## config.mk

```make
export PLATFORM = sky130hd
export DESIGN_NAME = jamma_input_scanner
export DESIGN_NICKNAME = d
export VERILOG_FILES = /design/src/rtl/jamma_input_scanner_pkg.sv /design/src/rtl/jamma_input_scanner_debounce.sv /design/src/rtl/jamma_input_scanner.sv
export SDC_FILE = /design/constraint.sdc
export NUM_CORES = 1
export LEC_CHECK = 0
export BUFFER_PORTS_ARGS = -buffer_cell sky130_fd_sc_hd__clkbuf_2
export CAP_MARGIN = 30
export CORE_ASPECT_RATIO = 0.8
export CORE_MARGIN = 5
export CORE_UTILIZATION = 55
export CTS_CLUSTER_SIZE = 24
export DETAILED_ROUTE_END_ITERATION = 7
export PLACE_DENSITY_LB_ADDON = 0.1
export SLEW_MARGIN = 40
export SYNTH_ARGS = -nofsm -noshare
export SYNTH_HDL_FRONTEND = slang
export SYNTH_SLANG_ARGS = --single-unit
export TNS_END_PERCENT = 100
```

## constraint.sdc

```tcl
create_clock -name I_CLK -period 2 [get_ports I_CLK]
set_input_delay 0.3 -clock I_CLK [delete_from_list [all_inputs] [get_ports I_CLK]]
set_output_delay 0.3 -clock I_CLK [all_outputs]
set_load 0.01 [all_outputs]
```

## src/rtl/jamma_input_scanner_pkg.sv

```systemverilog
// Shared types and constants for the JAMMA input scanner: scan FSM states,
// idle (released) input levels and JJOY bit positions.
package jamma_pkg;

    typedef enum logic [1:0] {
        P1_SETTLE = 2'd0,
        P1_SAMPLE = 2'd1,
        P2_SETTLE = 2'd2,
        P2_SAMPLE = 2'd3
    } scan_state_e;

    localparam logic [7:0] JOY_IDLE  = 8'hFF;
    localparam logic [1:0] COIN_IDLE = 2'b11;

    localparam int JOY_UP    = 0;
    localparam int JOY_DOWN  = 1;
    localparam int JOY_LEFT  = 2;
    localparam int JOY_RIGHT = 3;
    localparam int JOY_FIRE1 = 4;
    localparam int JOY_FIRE2 = 5;
    localparam int JOY_START = 7;

endpackage

```

## src/rtl/jamma_input_scanner_debounce.sv

```systemverilog
// Per-bit debounce filter: a bit commits only after DEPTH identical samples
// taken on sample_en cycles; mixed history holds the last committed value.
module jamma_debounce
    import jamma_pkg::*;
#(
    parameter int WIDTH = 8,
    parameter int DEPTH = 4
) (
    input  logic             clk,
    input  logic             rst_n,
    input  logic             sample_en,
    input  logic [WIDTH-1:0] din,
    output logic [WIDTH-1:0] dout
);

    for (genvar b = 0; b < WIDTH; b++) begin : g_bit
        logic [DEPTH-1:0] r_hist;
        logic             r_bit;
        logic [DEPTH-1:0] w_hist_nxt;

        assign w_hist_nxt = {r_hist[DEPTH-2:0], din[b]};

        // Commit is evaluated on the shifted history so dout moves on the same edge as the sample.
        always_ff @(posedge clk or negedge rst_n) begin
            if (!rst_n) begin
                r_hist <= '1;
                r_bit  <= 1'b1;
            end else if (sample_en) begin
                r_hist <= w_hist_nxt;
                if (&w_hist_nxt) begin
                    r_bit <= 1'b1;
                end else if (~|w_hist_nxt) begin
                    r_bit <= 1'b0;
                end
            end
        end

        assign dout[b] = r_bit;
    end

endmodule

```

## src/rtl/jamma_input_scanner.sv

```systemverilog
// JAMMA edge-connector input scanner: sequenced P1/P2 settle/sample schedule,
// input synchronizers and debounce. Two-player mux enabled by `JAMMA_MUX_EN.
module jamma_input_scanner
    import jamma_pkg::*;
#(
    parameter int SETTLE_CYCLES    = 16,
    parameter int DEBOUNCE_SAMPLES = 4
) (
    input  logic       I_CLK,
    input  logic       I_RESET_N,
    input  logic [7:0] I_JJOY,
    input  logic [5:0] I_JOYSTICK,
    input  logic [1:0] I_COIN,
    output logic       O_JSELECT,
    output logic [7:0] O_JOY1,
    output logic [7:0] O_JOY2,
    output logic [1:0] O_COIN,
    output logic       O_SCAN_TICK
);

    localparam int CNT_W = (SETTLE_CYCLES > 1) ? $clog2(SETTLE_CYCLES) : 1;
    localparam logic [CNT_W-1:0] CNT_RELOAD = CNT_W'(SETTLE_CYCLES - 1);

    if (SETTLE_CYCLES < 3) begin : g_bad_settle
        $error("jamma_input_scanner: SETTLE_CYCLES must be at least 3");
    end
    if (DEBOUNCE_SAMPLES < 2) begin : g_bad_depth
        $error("jamma_input_scanner: DEBOUNCE_SAMPLES must be at least 2");
    end

    logic [7:0]  r_jjoy_s1, r_jjoy_s2;
    logic [5:0]  r_joy_s1,  r_joy_s2;
    logic [1:0]  r_coin_s1, r_coin_s2;

    always_ff @(posedge I_CLK or negedge I_RESET_N) begin
        if (!I_RESET_N) begin
            r_jjoy_s1 <= JOY_IDLE;
            r_jjoy_s2 <= JOY_IDLE;
            r_joy_s1  <= '1;
            r_joy_s2  <= '1;
            r_coin_s1 <= COIN_IDLE;
            r_coin_s2 <= COIN_IDLE;
        end else begin
            r_jjoy_s1 <= I_JJOY;
            r_jjoy_s2 <= r_jjoy_s1;
            r_joy_s1  <= I_JOYSTICK;
            r_joy_s2  <= r_joy_s1;
            r_coin_s1 <= I_COIN;
            r_coin_s2 <= r_coin_s1;
        end
    end

    scan_state_e      r_state, w_state_nxt;
    logic [CNT_W-1:0] r_cnt, w_cnt_nxt;
    logic             w_p1_sample, w_p2_sample;

    always_ff @(posedge I_CLK or negedge I_RESET_N) begin
        if (!I_RESET_N) begin
            r_state <= P1_SETTLE;
            r_cnt   <= CNT_RELOAD;
        end else begin
            r_state <= w_state_nxt;
            r_cnt   <= w_cnt_nxt;
        end
    end

    // Counter stops at zero and is only ever reloaded on a sample cycle.
    always_comb begin
        w_state_nxt = r_state;
        w_cnt_nxt   = r_cnt;
        w_p1_sample = 1'b0;
        w_p2_sample = 1'b0;
        case (r_state)
            P1_SETTLE: begin
                if (r_cnt == '0) w_state_nxt = P1_SAMPLE;
                else             w_cnt_nxt   = r_cnt - 1'b1;
            end
            P1_SAMPLE: begin
                w_p1_sample = 1'b1;
                w_cnt_nxt   = CNT_RELOAD;
                w_state_nxt = P2_SETTLE;
            end
            P2_SETTLE: begin
                if (r_cnt == '0) w_state_nxt = P2_SAMPLE;
                else             w_cnt_nxt   = r_cnt - 1'b1;
            end
            P2_SAMPLE: begin
                w_p2_sample = 1'b1;
                w_cnt_nxt   = CNT_RELOAD;
                w_state_nxt = P1_SETTLE;
            end
            default: begin
                w_state_nxt = P1_SETTLE;
                w_cnt_nxt   = CNT_RELOAD;
            end
        endcase
    end

    assign O_SCAN_TICK = w_p2_sample;

    logic [7:0] w_p1_vec;
    assign w_p1_vec = {2'b11, r_joy_s2} & r_jjoy_s2;

    jamma_debounce #(.WIDTH(8), .DEPTH(DEBOUNCE_SAMPLES)) u_p1_filter (
        .clk       (I_CLK),
        .rst_n     (I_RESET_N),
        .sample_en (w_p1_sample),
        .din       (w_p1_vec),
        .dout      (O_JOY1)
    );

    jamma_debounce #(.WIDTH(2), .DEPTH(DEBOUNCE_SAMPLES)) u_coin_filter (
        .clk       (I_CLK),
        .rst_n     (I_RESET_N),
        .sample_en (w_p2_sample),
        .din       (r_coin_s2),
        .dout      (O_COIN)
    );

`ifdef JAMMA_MUX_EN
    logic r_jselect;

    always_ff @(posedge I_CLK or negedge I_RESET_N) begin
        if (!I_RESET_N) begin
            r_jselect <= 1'b0;
        end else begin
            r_jselect <= (w_state_nxt == P2_SETTLE) || (w_state_nxt == P2_SAMPLE);
        end
    end

    assign O_JSELECT = r_jselect;

    jamma_debounce #(.WIDTH(8), .DEPTH(DEBOUNCE_SAMPLES)) u_p2_filter (
        .clk       (I_CLK),
        .rst_n     (I_RESET_N),
        .sample_en (w_p2_sample),
        .din       (r_jjoy_s2),
        .dout      (O_JOY2)
    );
`else
    assign O_JSELECT = 1'b0;
    assign O_JOY2    = JOY_IDLE;
`endif

endmodule
```

# ---- Word-level counts from Yosys, hierarchy flattened
# Cells that the tools add are included.
dict set report op_classes {
  addsub 1
  n_eq_ne 16
  muxes 27
  bitwise_logic 1
  n_reduce_logical 35
}
# cell count
set ops {}
lappend ops {{AND reduction 4 bit} 10}
lappend ops {{OR reduction 4 bit} 10}
lappend ops {{two-way mux 1 bit} 22}
lappend ops {{AND reduction 2 bit} 11}
lappend ops {{inequality test 2 x 1 -> 1 bit, second input constant} 10}
lappend ops {{AND 8 bit} 1}
lappend ops {{case mux 2 bit (4 select lines)} 1}
lappend ops {{case mux 4 bit (2 select lines)} 1}
lappend ops {{inequality test 2 bit, second input constant} 3}
lappend ops {{equality test 2 bit, second input constant} 2}
lappend ops {{logical NOT 4 bit} 1}
lappend ops {{two-way mux 2 bit} 2}
lappend ops {{two-way mux 4 bit} 1}
lappend ops {{OR reduction 2 bit} 2}
lappend ops {{subtractor 4 x 1 -> 4 bit, second input constant} 1}
lappend ops {{equality test 2 x 1 -> 1 bit, second input constant} 1}
lappend ops {{logical NOT 2 bit} 1}
dict set report totals {
  reg_bits 78
  output_inout_bits 20
  elab_cells 108
}

# ---- Longest topological paths before layout
# Gate-level depths: netlist of run 1.
dict set report logic_depth {
  depth_word 4
  mapped_depth 6
  ltp_nobuf 5
}

# ---- By module
# Synthesis of run 1 repeated with hierarchy kept, for this count alone.
dict set report hier_totals {
  cells_unflattened 197
  area_unflattened_um2 3116.7
}
# module instances cells_each area_each_um2 seq_area_each_um2
set by_module_without_submodules {}
lappend by_module_without_submodules {{jamma_debounce at u_p1_filter} 1 92 1423.9 840.8}
lappend by_module_without_submodules {jamma_input_scanner 1 82 1331.3 996.0}
lappend by_module_without_submodules {{jamma_debounce at u_coin_filter} 1 23 361.6 210.2}

# ---- Worst setup path after synthesis of run 1
# Ideal clock, no wire load.
dict set report synth_timing {
  kind {reg-to-reg}
  from {reg r_cnt[0]}
  to {reg r_state[1]}
  setup_time_ns 0.125
  arrival_ns 1.321
  required_time_ns 1.875
  slack_ns 0.554
  stages_incl_launch_ff 5
  n_path_buf 0
  period_less_slack_ns 1.446
  path_cell_list {dfstp_2 -> inv_1 -> ha_1 -> a21oi_1 -> mux2_2}
}
dict set report synth_between {
  elab_chain_cells 3
  elab_cells_between_ends 4
}
# element line
set synth_rtl {}
lappend synth_rtl {{from (decl)} jamma_input_scanner.sv:54} ;# logic [CNT_W-1:0] r_cnt, w_cnt_nxt;
lappend synth_rtl {{from (signal assigned)} jamma_input_scanner.sv:63} ;# r_cnt <= w_cnt_nxt;
lappend synth_rtl {{logical NOT 4 bit *} {jamma_input_scanner.sv:75, jamma_input_scanner.sv:84}}
lappend synth_rtl {{inequality test 2 bit (no source line)} n/a}
lappend synth_rtl {{AND reduction 2 bit (no source line) *} n/a}
lappend synth_rtl {{to (signal assigned)} jamma_input_scanner.sv:62} ;# r_state <= w_state_nxt;
lappend synth_rtl {{to (decl)} jamma_input_scanner.sv:53} ;# scan_state_e r_state, w_state_nxt;
# Every way passes the cells marked *; elsewhere a longest branch is shown, timed or not.
# A chain may end at the register's enable or synchronous reset.

# ---- Worst setup path in the final report of run 1
dict set report layout_timing {
  from {reg r_state[1]}
  to {out O_SCAN_TICK}
}
dict set report layout_between {
  elab_chain_cells 2
}
# element line
set layout_rtl {}
lappend layout_rtl {{equality test 2 bit} jamma_input_scanner.sv:73} ;# case (r_state)
lappend layout_rtl {{two-way mux 1 bit} jamma_input_scanner.sv:73}
lappend layout_rtl {{to (decl)} jamma_input_scanner.sv:18} ;# output logic O_SCAN_TICK
# Every way passes these cells.

==> results of run 1 <==
power groups by stage:
stage	Combinational (W)	Sequential [W]	Clock, W
2_1_floorplan	0.0000442	0.00171	0
3_3_place_gp	0.0000769	0.00172	0
3_5_place_dp	0.0000879	0.00172	0
4_1_cts	0.0000895	0.00170	0.00136
5_1_grt	0.000115	0.00170	0.00144
6_report	0.0000990	0.00170	0.00130
worst reg2reg max path: stages, from the launching register on:
cell and delay (ps):
dfrtp_1 400, ha_1 460, or4b_1 490, a21oi_1 150, nor2_1 50
repair_timing:
| item | in CTS | in global routing |
|---|---|---|
| setup buffers | 0 | 0 |
| resized for setup | 0 | 0 |
| hold buffers | 1 | 8 |
| setup endpoints to repair | 0 | 0 |
| hold endpoints to repair | 2 | 8 |
layer usage:
metal | global-route usage, % | vias to the layer above | part of all wire, %
li1 | - | 785 | -
met1 | 17.6 | 844 | 43
met2 | 23.1 | 38 | 50
met3 | 6.26 | 6 | 5.7
met4 | 6.44 | 0 | 1.3
met5 | 0 | - | 0
sequential cells by signal (all words and copies together), names as in the netlist:
name / count
r_coin_s2: 2
r_jjoy_s1: 8
r_joy_s1: 6
u_coin_filter.g_bit.r_hist: 6
r_state: 2
u_p1_filter.g_bit.r_bit: 8
r_jjoy_s2: 8
u_coin_filter.g_bit.r_bit: 2
r_joy_s2: 6
u_p1_filter.g_bit.r_hist: 24
r_cnt: 4
r_coin_s1: 2
path summary, 6_finish.rpt:
| kind | startpoint | to | slack (ps) |
|---|---|---|---|
| worst max-delay path | r_state[1] | O_SCAN_TICK | 280 |
| worst min-delay path | I_JOYSTICK[0] | r_joy_s1[0] | 30 |
| worst max register to register | r_state[1] | u_coin_filter.g_bit[0].r_bit | 380 |
| worst min register to register | r_joy_s1[0] | r_joy_s2[0] | 360 |
| max in group asynchronous | I_RESET_N | r_cnt[1] | 970 |
| min in group asynchronous | I_RESET_N | r_state[0] | 420 |
metrics by stage:
stage / power [W] / hold slack (ps)
after floorplan: 0.00176 / 4.41
after global placement: 0.00179 / 345
after detailed placement: 0.00181 / 241
after CTS: 0.00315 / 2.99
after global routing: 0.00326 / 1.26
final: 0.00310 / 31.6
cell type report:
cell class	count	area, sq um
fill	385	1930
multi-input combinational	108	825
clock inverter	6	92.6
clock buffer	10	138
inverter	11	41.3
tap	78	97.6
sequential	78	2050
timing repair buffer	40	268
synth_stat cells, drive strengths merged:
master  number  area share, %
nand2       12            1.5
a41oi        8            2.3
nor2         6           0.74
dfstp       76             65
a21oi       11            1.8
o21ai        6           0.98
buf         24            5.7
dfrtp        2            1.6
inv         11            1.3
mux2i        1           0.33
mux2        27            9.9
ha           6            2.5
o41ai        8            2.3
conb         2           0.25
xnor2        2           0.57
and3b        1           0.29
and2         6            1.2
a41o         2           0.65
nor3         1           0.16
or4b         2           0.65
logic make-up after synthesis:
logic type / after synthesis / synth area share, %
mux: 28 / 10.3
compound gates: 35 / 8.01
simple gates: 28 / 4.54
fa+ha+maj: 6 / 2.45
xor+xnor: 2 / 0.572
flops: 78 / 66.9
buf+inv: 35 / 7.03
other cells: 2 / 0.245
layout by cell type, fill, tap and decap left out, types with 2 or more instances in the layout:
cell type       n
a21oi_1        11
a41o_1          2
a41oi_1         8
and2_0          6
buf_4           3
bufinv_16       2
clkbuf_2       27
clkbuf_8       10
clkinvlp_4      2
conb_1          9
dfrtp_1         2
dfstp_2        76
dlygate4sd3_1   9
ha_1            6
inv_1          11
inv_6           2
mux2_2         27
nand2_1        12
nor2_1          6
o21ai_0         6
o41ai_1         8
or4b_1          2
xnor2_1         2
==> results.md, run 1 <==
- Tcrit/Tclk final: 86.1%
- Final wirelength: 4570 um
- Final instance area: 3510 sq um
- Fin cells: 331
- H-tree levels: 3
- # nets final: 272
- Comb pwr share: 3.2%
- Largest net degree at the start of global routing: 51
- Post-layout util: 64.5%
- Die X: 93.4 um
- Critical Path End Type: primary output
- Switching Share: 20.7%
- Initial antenna violation count: 0
- Setup Skew: 5.43 ps
- Post-Place Cells: 306
- Final Critical Period: 1720 ps
- First-pass GRT wire length: 7980 um
- Diodes inserted: 0
- Chip Height: 76.7 um
- Critical Path RT: 1700 ps
- Total CTS buffers: 9
- P_sw: 0.000641 W
- Pre-CTS setup slack: 403 ps
- Setup tns final: 0 ps
- Crit path depth: 2
- #FFs+latches synth: 78
- Share of cells above drive strength 1: 59.3%
- Cell variety after synth: 22
- Area added between synthesis and finish: 14.6%
- Crit-path max FO: 12
- GR Util All Layers: 14.7%
- Mean post-synth cell area: 14.3 sq um
- Total grt overflow: 0
- Maximum buffer depth of the clock tree: 2
- Placed inst area: 3190 sq um
- Static Leak: 1.46 nW
- Max-cap viol count: 0
- I/O pins: 38
- Wire per inst: 13.8 um
- TritonCTS clock tree: done
- Max Fclk: 0.581 GHz
- Status: finished, final reports clean
- Clock transition at path regs: 80 ps
- Routed via count: 1673
- Sequential share of power: 54.7%
- Count of final setup violators: 0
- Die ar.: 7170 sq um
- DRC violations left: 0
- CP Class: reg2out
- Antenna Nets Post-Route: 0
- Gp weighted congestion: 0.732
- Clk network pwr share: 42.1%
- Core Footprint: 5440 sq um
- Starting density of the core: 56.3%
- Slew Viols, Final: 0
- Crit path DAT: 1420 ps
- Hold path depth: 1
- Pwr/cell area: 884 nW/um^2
- Hold Crit Class: in2reg
- Synth warn: 0
- CP peak stage delay: 460 ps
- CP cell instances: ha_1 > clkbuf_2
- Cell Area, Synth: 3060 sq um
- DRT Pass-1 Iters: 4
- Initial DRC count: 61
- Critical path launch point type: register
- I/O Buffers: 28
- R2R cell count: 4
- Gate count after technology mapping: 214
- RSZ-0062 raised after global routing: false
- Hpwl dp: 3150 um
- Via density: 5.05
- P_int: 0.00246 W
- Clock sinks: 78
- Skew-Pair Late Insertion Delay: 340 ps
- Row cnt: 24
- Final Hold Vio Count: 0
- Peak supply drop: 0.625 mV
- CP max stage cell: ha_1
- Bufs and invs on worst path: 1
- Vias in the first global route: 1697
- Final WS setup: 279 ps
- Seq/Total Area, Yosys: 66.9%
- Top delay family on crit path: adder cells
- Root Driver: clkbuf_8
Power figures use the tool's default switching activity.
==> inputs of run 2 (changes only) <==
--- a/config.mk
+++ b/config.mk
@@ -8,7 +8,7 @@
 export BUFFER_PORTS_ARGS = -buffer_cell sky130_fd_sc_hd__clkbuf_2
 export CAP_MARGIN = 30
 export CORE_ASPECT_RATIO = 0.8
-export CORE_MARGIN = 5
+export CORE_MARGIN = 2
 export CORE_UTILIZATION = 55
 export CTS_CLUSTER_SIZE = 24
 export DETAILED_ROUTE_END_ITERATION = 7
==> results.md, run 2 (synthesis results as in run 1) <==
- Status: finished, violations left
- Violated checks: hold timing
- Core Footprint: 5410 sq um (-0.55%)
- Chip Height: 70.7 um (-7.8%)
- CP Class: reg2out
- Final instance area: 3370 sq um (-3.9%)
- Root Driver: clkbuf_8
- Initial antenna violation count: 0 (unchanged)
- Crit path DAT: 1400 ps (-20 ps)
- TritonCTS clock tree: done
- Peak supply drop: 0.489 mV (-22%)
- Clock transition at path regs: 70 ps (about the same)
- First-pass GRT wire length: 7820 um (-1.9%)
- Worst relative slew slack: 56.8%
- Setup tns final: 0 ps (unchanged)
- DRC violations left: 0 (unchanged)
- Placed inst area: 3150 sq um (-1.1%)
- Final Critical Period: 1700 ps (-16.6 ps)
- Count of final setup violators: 0 (unchanged)
- Register name with the most flops: u_p1_filter.g_bit.r_hist
- Die ar.: 6180 sq um (-14%)
- Slew @ Worst Pin: 649 ps
- Largest register FFs: 24 (unchanged)
- Hpwl dp: 3050 um (-3.1%)
- RSZ-0062 raised after global routing: false
- Commonest non-fill, non-tap cell in the layout: dfstp_2
- I/O pins: 38 (unchanged)
- Final Hold Vio Count: 2 (+2)
- Slew Viols, Final: 0 (unchanged)
- Fin Hold WS: -4.48 ps (-36.1 ps)
- FF+latch area: 2050 sq um (unchanged)
- Max Fclk: 0.587 GHz (+0.97%)
- Tcrit/Tclk final: 85.2% (-0.83 points)
- Setup Fix Bufs, Post-CTS: 0 (unchanged)
- Initial DRC count: 109 (+79%)
- Critical path launch point type: register
- Gp weighted congestion: 0.713 (-2.6%)
- Hold-fix buffers, CTS: 0 (-1)
- Area added between synthesis and finish: 10.1%
- DRT Pass-1 Iters: 6 (+2)
- DR top layer: met4
- RR Startpoint: r_state[1]
- Post_cts resized: 0 (unchanged)
- Routed via count: 1668 (-0.30%)
- Static Leak: 1.41 nW (-3.8%)
- Final wirelength: 4470 um (-2.2%)
- DRT met1 WL: 1780 um (-10%)
- Comb pwr share: 2.7% (-0.5 points)
- Clock sinks: 78 (unchanged)
- Pwr/cell area: 894 nW/um^2 (+1.1%)
- Diodes inserted: 0 (unchanged)
- Maximum buffer depth of the clock tree: 2 (unchanged)
- H-tree levels: 3 (unchanged)
- P_sw: 0.000607 W (-5.4%)
- Layout filler cell count: 390 (+1.3%)
- Setup Skew: 8.45 ps (+3.02 ps)
- P_int: 0.00240 W (-2.2%)
- Crit-path max FO: 12 (unchanged)
- GR Util All Layers: 16.6% (+1.9 points)
- Via density: 5.42 (+7.1%)
- Share of cells above drive strength 1: 60.5% (+1.2 points)
- I/O Buffers: 28 (unchanged)
- Most frequent cells in the layout: 76 x dfstp_2, 27 x mux2_2, 27 x clkbuf_2
- Total grt overflow: 0 (unchanged)
- Total CTS buffers: 9 (unchanged)
- CP max stage cell: ha_1
- Skew-Pair Late Insertion Delay: 340 ps (about the same)
- Met2 WL: 2370 um (+4.4%)
- Die X: 87.4 um (-6.4%)
- CP cell instances: ha_1 > clkbuf_2
- Starting density of the core: 56.6% (+0.31 points)
- Vias in the first global route: 1804 (+6.3%)
- Reg-to-reg slack, setup: 380 ps (about the same)
- Wire per inst: 14.5 um (+5.1%)
- Max-cap viol count: 0 (unchanged)
- Antenna Nets Post-Route: 0 (unchanged)
- Sequential share of power: 56.4% (+1.7 points)
- CP peak stage delay: 450 ps (about the same)
- Critical Path RT: 1700 ps (about the same)
- Switching Share: 20.2% (-0.54 points)
- Row cnt: 24 (unchanged)
- Clk network pwr share: 40.9% (-1.2 points)
- R2R cell count: 4 (unchanged)
- Hold Crit Class: in2async
- Largest net degree at the start of global routing: 79 (+55%)
- Critical Path End Type: primary output
- Area of the multi-input gates: 825 sq um (unchanged)
- # nets final: 262 (-3.7%)
- Met3 wire len: 226 um (-13%)
- FF-to-FF End: u_coin_filter.g_bit[1].r_bit
[run 2: power by group through the flow]
stage	combinational, W	clock (W)	sequential, W
2_1_floorplan	0.0000442	0	0.00171
3_3_place_gp	0.0000759	0	0.00172
3_5_place_dp	0.0000825	0	0.00172
4_1_cts	0.0000829	0.00128	0.00170
5_1_grt	0.0000952	0.00132	0.00170
6_report	0.0000817	0.00123	0.00170
[run 2: layout make-up]
cell class / count / area share, %
timing repair buffer: 30 / 4.79
sequential: 78 / 60.7
multi-input combinational: 108 / 24.5
clock inverter: 5 / 2.49
tap: 65 / 2.41
inverter: 11 / 1.22
clock buffer: 11 / 3.90
[run 2: critical path, delay by kind of cell (launching register included)]
| kind | cells | cell delay [ps] |
|---|---|---|
| adder cells (fa/ha/maj) | 1 | 450 |
| flip-flops | 1 | 400 |
| buffers and inverters | 1 | 220 |
[run 2: through the flow]
stage	setup slack (ps)	hold WS (ps)	power (W)	util, %	instances
after floorplan	554	4.41	0.00176	-	221
after global placement	466	345	0.00179	58.3	292
after detailed placement	353	347	0.00180	58.3	292
after CTS	262	10.1	0.00306	62.3	308
after global routing	174	11.7	0.00312	62.4	308
final	295	-4.48	0.00301	62.4	308
[run 2: worst max-delay path by stage]
stage | start | endpoint | slack, ps | cells past startpoint
6_report | r_state[1] | O_SCAN_TICK | 300 | 2
3_3_place_gp | r_state[1] | u_coin_filter.g_bit[0].r_bit | 470 | 4
5_1_grt | r_state[1] | O_SCAN_TICK | 170 | 2
2_1_floorplan | r_cnt[0] | r_state[1] | 550 | 4
3_5_place_dp | r_state[1] | u_coin_filter.g_bit[1].r_bit | 350 | 4
4_1_cts | r_state[1] | O_SCAN_TICK | 260 | 2
[run 2: metal layers]
layer  global-route usage (%)  up-vias
li1                         -      762
met1                     18.2      852
met2                     28.1       42
met3                     6.42       12
met4                     8.03        0
met5                        0        -
==> inputs of run 3 (changes only) <==
--- a/config.mk
+++ b/config.mk
@@ -9,7 +9,7 @@
 export CAP_MARGIN = 30
 export CORE_ASPECT_RATIO = 0.8
 export CORE_MARGIN = 2
-export CORE_UTILIZATION = 55
+export CORE_UTILIZATION = 57
 export CTS_CLUSTER_SIZE = 24
 export DETAILED_ROUTE_END_ITERATION = 7
 export PLACE_DENSITY_LB_ADDON = 0.1
==> results.md, run 3 (synthesis results as in run 1) <==
- CP cell instances: ha_1 > clkbuf_2
- Max Fclk: 0.592 GHz (+1.0%)
- Largest register FFs: 24 (unchanged)
- Total CTS buffers: 9 (unchanged)
- Static Leak: 1.43 nW (+1.5%)
- Diodes inserted: 0 (unchanged)
- Crit-path max FO: 12 (unchanged)
- Chip Height: 69.5 um (-1.7%)
- Via density: 5.30 (-2.2%)
- Gp weighted congestion: 0.705 (-1.1%)
- Root Driver: clkbuf_8
- Maximum buffer depth of the clock tree: 2 (unchanged)
- RSZ-0062 raised after global routing: false
- Largest net degree at the start of global routing: 79 (unchanged)
- Critical Path RT: 1700 ps (about the same)
- GR Util All Layers: 16.5% (-0.14 points)
- Clock sinks: 78 (unchanged)
- Row cnt: 23 (-4.2%)
- First-pass GRT wire length: 7470 um (-4.5%)
- TritonCTS clock tree: done
- Skew-Pair Late Insertion Delay: 340 ps (about the same)
- Setup Fix Bufs, Post-CTS: 0 (unchanged)
- Count of final setup violators: 0 (unchanged)
- Hold Crit Class: in2reg
- I/O Buffers: 28 (unchanged)
- CP max stage cell: ha_1
- DRC violations left: 0 (unchanged)
- Initial DRC count: 74 (-32%)
- Register name with the most flops: u_p1_filter.g_bit.r_hist
- Status: finished, final reports clean
- Reg-to-reg slack, setup: 390 ps (about the same)
- Peak supply drop: 0.654 mV (+34%)
- Share of cells above drive strength 1: 61.1% (+0.57 points)
- Post_cts resized: 0 (unchanged)
- Fin Hold WS: 32.8 ps (+37.3 ps)
- Final wirelength: 4390 um (-1.9%)
- Pwr/cell area: 910 nW/um^2 (+1.9%)
- Most frequent cells in the layout: 76 x dfstp_2, 27 x mux2_2, 27 x clkbuf_2
- I/O pins: 38 (unchanged)
- Die X: 85.9 um (-1.7%)
- Critical Path End Type: primary output
- Initial antenna violation count: 0 (unchanged)
- Routed via count: 1621 (-2.8%)
- Commonest non-fill, non-tap cell in the layout: dfstp_2
- Final Hold Vio Count: 0 (-2)
- Crit path DAT: 1390 ps (about the same)
- Clock transition at path regs: 80 ps (about the same)
- Max-cap viol count: 0 (unchanged)
- Starting density of the core: 60.1% (+3.5 points)
- Die ar.: 5980 sq um (-3.3%)
- Critical path launch point type: register
- CP Class: reg2out
- Setup Skew: 5.57 ps (-2.88 ps)
- Hpwl dp: 2930 um (-4.0%)
- Core Footprint: 5090 sq um (-5.8%)
- Antenna Nets Post-Route: 0 (unchanged)
- Total grt overflow: 0 (unchanged)
- DRT Pass-1 Iters: 4 (-2)
- Vias in the first global route: 1727 (-4.3%)
- Tcrit/Tclk final: 84.4% (-0.85 points)
- Slew Viols, Final: 0 (unchanged)
- Final Critical Period: 1690 ps (-17.0 ps)
- H-tree levels: 3 (unchanged)
- Setup tns final: 0 ps (unchanged)
- Wire per inst: 14.3 um (-1.3%)
- Area added between synthesis and finish: 11.1%
- # nets final: 263 (+0.38%)
- CP peak stage delay: 440 ps (about the same)
run 3: report_power, final:
| group | internal [W] | leakage, nW | total, W | switching [W] |
|---|---|---|---|---|
| Clock | 0.000770 | 0.116 | 0.00131 | 0.000544 |
| Sequential | 0.00167 | 0.816 | 0.00170 | 0.0000244 |
| Combinational | 0.0000314 | 0.499 | 0.0000852 | 0.0000538 |
run 3: per-stage QoR:
stage	instances	utilization (%)	worst slack, ps	instance area, sq um	power, W
2_1_floorplan	221	-	554	3090	0.00176
3_3_place_gp	289	62.0	485	3160	0.00180
3_5_place_dp	289	62.0	396	3160	0.00181
4_1_cts	306	66.8	280	3400	0.00313
5_1_grt	306	66.8	178	3400	0.00322
6_report	306	66.8	312	3400	0.00310
run 3: final timing paths:
check	from	end	cells after the start
max in group asynchronous	I_RESET_N	u_coin_filter.g_bit[0].r_bit	3
worst max register to register	r_state[1]	u_coin_filter.g_bit[0].r_bit	4
worst min-delay path	I_JJOY[1]	r_jjoy_s1[1]	1
worst max-delay path	r_state[1]	O_SCAN_TICK	2
worst min register to register	r_joy_s1[0]	r_joy_s2[0]	0
min in group asynchronous	I_RESET_N	r_state[1]	3
run 3: worst max-delay path: cells and delay by family, from the launching register on:
family,cells,cell delay [ps]
adder cells (fa/ha/maj),1,440
flip-flops,1,400
buffers and inverters,1,210
run 3: timing repair:
action	in CTS	in global routing
endpoints found under the hold margin	2	0
setup endpoints to repair	0	0
hold buffers	1	0
run 3: area by class of cell:
class / instances / area [sq um]
sequential: 78 / 2050
fill: 358 / 1690
multi-input combinational: 108 / 825
timing repair buffer: 31 / 178
clock buffer: 11 / 151
clock inverter: 5 / 81.3
tap: 62 / 77.6
inverter: 11 / 41.3
run 3: routing by layer:
layer	up-vias	wire [um]	part of all wire (%)	GRT usage [%]
li1	769	-	-	-
met1	798	1870	43	18.4
met2	46	2210	50	26.7
met3	8	249	5.7	8.21
met4	0	59	1.3	6.70
met5	-	0	0	0
